## config.mk

```make
export PLATFORM = sky130hd
export DESIGN_NAME = run_sequencer_flat
export DESIGN_NICKNAME = d
export VERILOG_FILES = /design/src/rtl/run_sequencer_if.sv /design/src/rtl/run_sequencer.sv /design/src/flat_wrapper.sv
export SDC_FILE = /design/constraint.sdc
export NUM_CORES = 1
export LEC_CHECK = 0
export ABC_AREA = 1
export CAP_MARGIN = 15
export CELL_PAD_IN_SITES_DETAIL_PLACEMENT = 1
export CELL_PAD_IN_SITES_GLOBAL_PLACEMENT = 2
export CORE_MARGIN = 1
export CORE_UTILIZATION = 28
export CTS_CLUSTER_SIZE = 16
export DETAILED_ROUTE_END_ITERATION = 7
export MAX_ROUTING_LAYER = met4
export PLACE_DENSITY = 0.8
export SLEW_MARGIN = 10
export SYNTH_ARGS = -nofsm -noshare
export SYNTH_HDL_FRONTEND = slang
export SYNTH_SLANG_ARGS = --single-unit
export TNS_END_PERCENT = 10
```

## constraint.sdc

```tcl
create_clock -name clk_i -period 1.8 [get_ports clk_i]
set_input_delay 0.36 -clock clk_i [delete_from_list [all_inputs] [get_ports clk_i]]
set_output_delay 0.36 -clock clk_i [all_outputs]
set_load 0.03 [all_outputs]
```

## src/rtl/run_sequencer_if.sv

```systemverilog
// Host-side handshake between the launch controller and whoever drives it:
// run request/abort and core done in, core start plus run results out.
interface run_sequencer_if #(
    parameter int CYCLE_W = 16
);
    logic               run_req;
    logic               abort;
    logic               core_done;
    logic               core_start;
    logic               busy;
    logic               result_valid;
    logic               timed_out;
    logic               aborted;
    logic [CYCLE_W-1:0] cycle_count;
    logic [7:0]         run_count;

    modport master (
        output run_req, abort, core_done,
        input  core_start, busy, result_valid, timed_out, aborted,
        input  cycle_count, run_count
    );

    modport slave (
        input  run_req, abort, core_done,
        output core_start, busy, result_valid, timed_out, aborted,
        output cycle_count, run_count
    );
endinterface

```

## src/rtl/run_sequencer.sv

```systemverilog
// Launch controller for the CPU top level: owns every start edge, measures
// run length in cycles, enforces a timeout and reports one result per run.
module run_sequencer #(
    parameter int                 CYCLE_W        = 16,
    parameter logic [CYCLE_W-1:0] TIMEOUT_CYCLES = CYCLE_W'(16'hFFFF)
) (
    input  logic              clk_i,
    input  logic              rst_i,
    run_sequencer_if.slave    bus
);

    typedef enum logic [1:0] {
        S_IDLE   = 2'd0,
        S_ARM    = 2'd1,
        S_RUN    = 2'd2,
        S_REPORT = 2'd3
    } state_e;

    // Counter value seen in the last RUN cycle before the timeout fires.
    localparam logic [CYCLE_W-1:0] TIMEOUT_LAST = TIMEOUT_CYCLES - CYCLE_W'(1);

    state_e             state_q;
    logic               core_start_q;
    logic               busy_q;
    logic               result_valid_q;
    logic               timed_out_q;
    logic               aborted_q;
    logic [CYCLE_W-1:0] cycle_cnt_q;
    logic [CYCLE_W-1:0] cycle_cnt_d;
    logic [7:0]         run_count_q;

    // Saturating increment of the RUN cycle counter.
    always_comb begin
        if (cycle_cnt_q == {CYCLE_W{1'b1}}) begin
            cycle_cnt_d = cycle_cnt_q;
        end else begin
            cycle_cnt_d = cycle_cnt_q + CYCLE_W'(1);
        end
    end

    // Sequencer FSM; every output is a register updated alongside the state.
    always_ff @(posedge clk_i) begin
        if (rst_i) begin
            state_q        <= S_IDLE;
            core_start_q   <= 1'b0;
            busy_q         <= 1'b0;
            result_valid_q <= 1'b0;
            timed_out_q    <= 1'b0;
            aborted_q      <= 1'b0;
            cycle_cnt_q    <= {CYCLE_W{1'b0}};
            run_count_q    <= 8'd0;
        end else begin
            result_valid_q <= 1'b0;
            case (state_q)
                S_IDLE: begin
                    // Results are cleared on entry so they already read zero in ARM.
                    if (bus.run_req) begin
                        state_q      <= S_ARM;
                        core_start_q <= 1'b1;
                        busy_q       <= 1'b1;
                        cycle_cnt_q  <= {CYCLE_W{1'b0}};
                        timed_out_q  <= 1'b0;
                        aborted_q    <= 1'b0;
                    end else begin
                        state_q <= S_IDLE;
                    end
                end
                S_ARM: begin
                    // core_done still reflects the pc from before reset release.
                    if (bus.abort) begin
                        state_q        <= S_REPORT;
                        core_start_q   <= 1'b0;
                        result_valid_q <= 1'b1;
                        aborted_q      <= 1'b1;
                    end else begin
                        state_q <= S_RUN;
                    end
                end
                S_RUN: begin
                    cycle_cnt_q <= cycle_cnt_d;
                    if (bus.abort) begin
                        state_q        <= S_REPORT;
                        core_start_q   <= 1'b0;
                        result_valid_q <= 1'b1;
                        aborted_q      <= 1'b1;
                    end else if (bus.core_done) begin
                        state_q        <= S_REPORT;
                        core_start_q   <= 1'b0;
                        result_valid_q <= 1'b1;
                        run_count_q    <= run_count_q + 8'd1;
                    end else if (cycle_cnt_q == TIMEOUT_LAST) begin
                        state_q        <= S_REPORT;
                        core_start_q   <= 1'b0;
                        result_valid_q <= 1'b1;
                        timed_out_q    <= 1'b1;
                    end else begin
                        state_q <= S_RUN;
                    end
                end
                S_REPORT: begin
                    state_q <= S_IDLE;
                    busy_q  <= 1'b0;
                end
                default: begin
                    state_q      <= S_IDLE;
                    core_start_q <= 1'b0;
                    busy_q       <= 1'b0;
                end
            endcase
        end
    end

    assign bus.core_start   = core_start_q;
    assign bus.busy         = busy_q;
    assign bus.result_valid = result_valid_q;
    assign bus.timed_out    = timed_out_q;
    assign bus.aborted      = aborted_q;
    assign bus.cycle_count  = cycle_cnt_q;
    assign bus.run_count    = run_count_q;

endmodule

```

## src/flat_wrapper.sv

```systemverilog
// flat-port wrapper written by rule: the top's interface ports become plain ports
module run_sequencer_flat 
#(
    parameter int                 CYCLE_W        = 16,
    parameter logic [CYCLE_W-1:0] TIMEOUT_CYCLES = CYCLE_W'(16'hFFFF)
)
  (clk_i, rst_i, bus_run_req, bus_abort, bus_core_done, bus_core_start, bus_busy, bus_result_valid, bus_timed_out, bus_aborted, bus_cycle_count, bus_run_count);
  run_sequencer_if #(.CYCLE_W(CYCLE_W)) bus_i ();
  input  logic clk_i;
  input  logic rst_i;
  input wire logic [$bits(bus_i.run_req)-1:0] bus_run_req;
  input wire logic [$bits(bus_i.abort)-1:0] bus_abort;
  input wire logic [$bits(bus_i.core_done)-1:0] bus_core_done;
  output wire logic [$bits(bus_i.core_start)-1:0] bus_core_start;
  output wire logic [$bits(bus_i.busy)-1:0] bus_busy;
  output wire logic [$bits(bus_i.result_valid)-1:0] bus_result_valid;
  output wire logic [$bits(bus_i.timed_out)-1:0] bus_timed_out;
  output wire logic [$bits(bus_i.aborted)-1:0] bus_aborted;
  output wire logic [$bits(bus_i.cycle_count)-1:0] bus_cycle_count;
  output wire logic [$bits(bus_i.run_count)-1:0] bus_run_count;
  assign bus_i.run_req = bus_run_req;
  assign bus_i.abort = bus_abort;
  assign bus_i.core_done = bus_core_done;
  assign bus_core_start = bus_i.core_start;
  assign bus_busy = bus_i.busy;
  assign bus_result_valid = bus_i.result_valid;
  assign bus_timed_out = bus_i.timed_out;
  assign bus_aborted = bus_i.aborted;
  assign bus_cycle_count = bus_i.cycle_count;
  assign bus_run_count = bus_i.run_count;
  run_sequencer #(.CYCLE_W(CYCLE_W), .TIMEOUT_CYCLES(TIMEOUT_CYCLES)) u_core (.clk_i(clk_i), .rst_i(rst_i), .bus(bus_i));
endmodule
```

==> flow_summary.toml <==
[setup_path]
max_stage_delay_ns = 0.70
crit_path_end_kind = "primary output"
crit_buf_inv = 1
worstSetupStartpointType = "register"
worstPathCellList = "clkdlybuf4s50_1"
worst_path_dominant_cell_family = "buffers and inverters"
crit_required_ns = 1.44
critical_path_arrival_ns = 1.39
worst_path_max_delay_cell = "sky130_fd_sc_hd__clkdlybuf4s50_1"
r2r_setup_slack_ns = 0.18
worstPathMaxFanout = 4
worst-setup-path-type = "register to primary output"

[logic_synthesis]
yosys.area_share.xor_xnor = 0.0283
yosysWarnings = 0
synth_mux_area_frac = 0
post-synth-top-area-cell = "sky130_fd_sc_hd__dfxtp_1"
synth_top_area_frac = 0.334
seq_area_frac_synth = 0.334
netlist_area_um2 = 1860
netlist_instances = 268
synth_seq_cells = 31
ys_top_cells_by_area = "sky130_fd_sc_hd__dfxtp_1 33%, sky130_fd_sc_hd__nand2_1 13%, sky130_fd_sc_hd__nor2_1 7.1%"
yosys.area_share.simple = 0.403
post_synth_num_cell_types = 30
postSynthNetCount = 280
synth.avg_cell_area_um2 = 6.93
synth-compound-area-share = 0.103
dominant_combinational_cell_family_by_area_after_synthesis = "simple AND/OR/NAND/NOR gates"
synthAdderAreaFrac = 0.0472

[global_routing]
first_global_vias = 1798
grt_most_used_layer = "met2"
global_route_wire_length_before_repair_mm = 8.60
globalRouteMet2Util = 0.245
grt.met3_usage = 0.0308
grt_max_degree = 15
groute.layer.met1.usage = 0.207
gr-total-overflow = 0
grt_antenna_before_repair = 0
global_route.usage.total = 0.158

[timing]
fin_crit_ns = 1.75
clock.fmax_mhz = 572
minimum_setup_slack_in_the_final_design_ns = 0.0529
tightestPinTransition_ns = 0.473
finalCritPeriodShare = 0.971
grt_setup_unrepaired = "no"
finalHoldViolCount = 0
slew_headroom = 0.685
skew_ns = 0.00422
finalSetupViolCount = 0
final_max_slew_viol_count = 0
fin_tns_setup_ns = 0

[run_status]
outcome = "completed"

[clock_network]
cts_tree = "done"
cts-htree-levels = 2
cts_inserted_buffers = 5
tritoncts_sink_count = 31
clockBufferDepth = 2
clock_tree.root_cell = "sky130_fd_sc_hd__clkbuf_8"
clk_pin_slew_ns = 0.07
clock_insertion_delay_worst_skew_ns = 0.29
cts_post_setup_buffers_inserted = 0

[floorplanning]
die_w_um = 83.4
die_height_um = 83.4
boundaryPins = 34
initial_utilization = 0.291
floorplan.rows = 29
core_um2 = 6390
floorplan.die_area_um2 = 6960

[finish]
fillers = 813
design.final.nets = 322
layout.area.seq_um2 = 621
final_cell_mix = "66 x sky130_fd_sc_hd__nand2_1, 34 x sky130_fd_sc_hd__nor2_1, 31 x sky130_fd_sc_hd__dfxtp_1, 29 x sky130_fd_sc_hd__inv_1, 21 x sky130_fd_sc_hd__clkdlybuf4s50_1"
leading_cell_type_in_the_layout_fill_and_taps_excluded = "sky130_fd_sc_hd__nand2_1"
layout-area-overhead-vs-synth_pct = 31.4
layout-drive-gt1-share = 0.161
count_of_inserted_antenna_diode_cells = 0
multi_input_comb_area_um2 = 1090

[route]
routed_via_density = 4.59
drt_pass1_iterations = 4
wl_per_cell_um = 12.7
num_vias = 1782
wire_length_reported_by_the_detailed_router_mm = 4.95
detail_route.iter0.violations = 36
antenna_left = 0
drc = 0

[flow_run]
drv.max_cap_violation_count = 0

[power]
powerDensity_nw_per_um2 = 955
static-leakage-power_uw = 0.00103
peak_supply_drop_mv = 0.657

[place]
pre_cts_slack_ns = -0.00940
port_buffers = 33
gpl.final_weighted_congestion = 0.806
detailedPlacementHpwl_mm = 3.84

[min_path]
hp-class = "register to register"
## stage by stage
stage / instances / total power [µW] / hold WS [ns] / utilization / area, µm²
5_1_grt: 388 / 2500 / 0.492 / 0.382 / 2440
3_5_place_dp: 380 / 1610 / 0.456 / 0.361 / 2310
3_3_place_gp: 380 / 1610 / 0.448 / 0.361 / 2310
2_1_floorplan: 268 / 1360 / 0.541 / - / 1860
6_report: 388 / 2330 / 0.461 / 0.382 / 2440
4_1_cts: 388 / 2370 / 0.467 / 0.379 / 2420
## metal layers
layer,part of all wire,vias up
met1,0.50,809
met2,0.46,28
met5,0,-
li1,-,939
met4,0.012,0
met3,0.032,6
## logic make-up (layout without fill, tap and decap cells)
group,Yosys count,count (layout)
simple gates,152,152
buf+inv,39,82
compound gates,33,33
flops,31,31
fa+ha+maj,7,7
xor+xnor,6,6
## worst register-to-register path: stages (launching register included)
cell                      delay, ns
sky130_fd_sc_hd__dfxtp_1       0.33
sky130_fd_sc_hd__inv_1         0.09
sky130_fd_sc_hd__ha_2          0.30
sky130_fd_sc_hd__inv_4         0.11
sky130_fd_sc_hd__nand2_2       0.09
sky130_fd_sc_hd__nand2_4       0.08
sky130_fd_sc_hd__inv_2         0.16
sky130_fd_sc_hd__nand2_8       0.10
sky130_fd_sc_hd__nand2_2       0.10
sky130_fd_sc_hd__nand2_1       0.07
sky130_fd_sc_hd__nand2_1       0.05
sky130_fd_sc_hd__inv_1         0.03
## Yosys cell counts, drive strengths merged
cell / n
nor2: 44
clkbuf: 1
ha: 7
buf: 3
o22ai: 1
inv: 34
dfxtp: 31
xor2: 3
o21ai: 13
nor3b: 3
nand3: 18
a211oi: 1
xnor2: 3
a21oi: 18
nand2: 75
nor3: 6
clkinv: 1
nand4: 6
## cell type report
class / instances / area share
inverter: 35 / 0.0554
timing repair buffer: 39 / 0.155
clock buffer: 6 / 0.0338
clock inverter: 2 / 0.0144
sequential: 31 / 0.254
tap: 77 / 0.0395
multi-input combinational: 198 / 0.447
## flip-flops by register name, summed over array words and instances (netlist names)
register / cells
u_core.bus.run_count: 8
u_core.bus.timed_out: 1
u_core.bus.busy: 1
u_core.bus.result_valid: 1
u_core.bus.core_start: 1
u_core.bus.cycle_count: 16
u_core.bus.aborted: 1
u_core.state_q: 2
## final timing paths
check	depth (start not counted)	endpoint	start
setup / recovery	1	bus_cycle_count[15]	u_core.bus.cycle_count[15]
hold reg to reg	2	u_core.bus.timed_out	u_core.bus.timed_out
hold / removal	2	u_core.bus.timed_out	u_core.bus.timed_out
setup reg to reg	11	u_core.bus.cycle_count[11]	u_core.state_q[0]
## repair_timing
action	CTS	global route
pin swaps	0	0
gates resized for setup	8	7
endpoints found under the setup margin	8	8
hold buffers	0	0
## report_power, final
group,leakage [µW],internal (µW),switching [µW]
combinational,0.000723,278,542
sequential,0.000251,740,36.8
clock,0.0000612,448,286
Note: power is estimated with default switching activity, not from simulation.
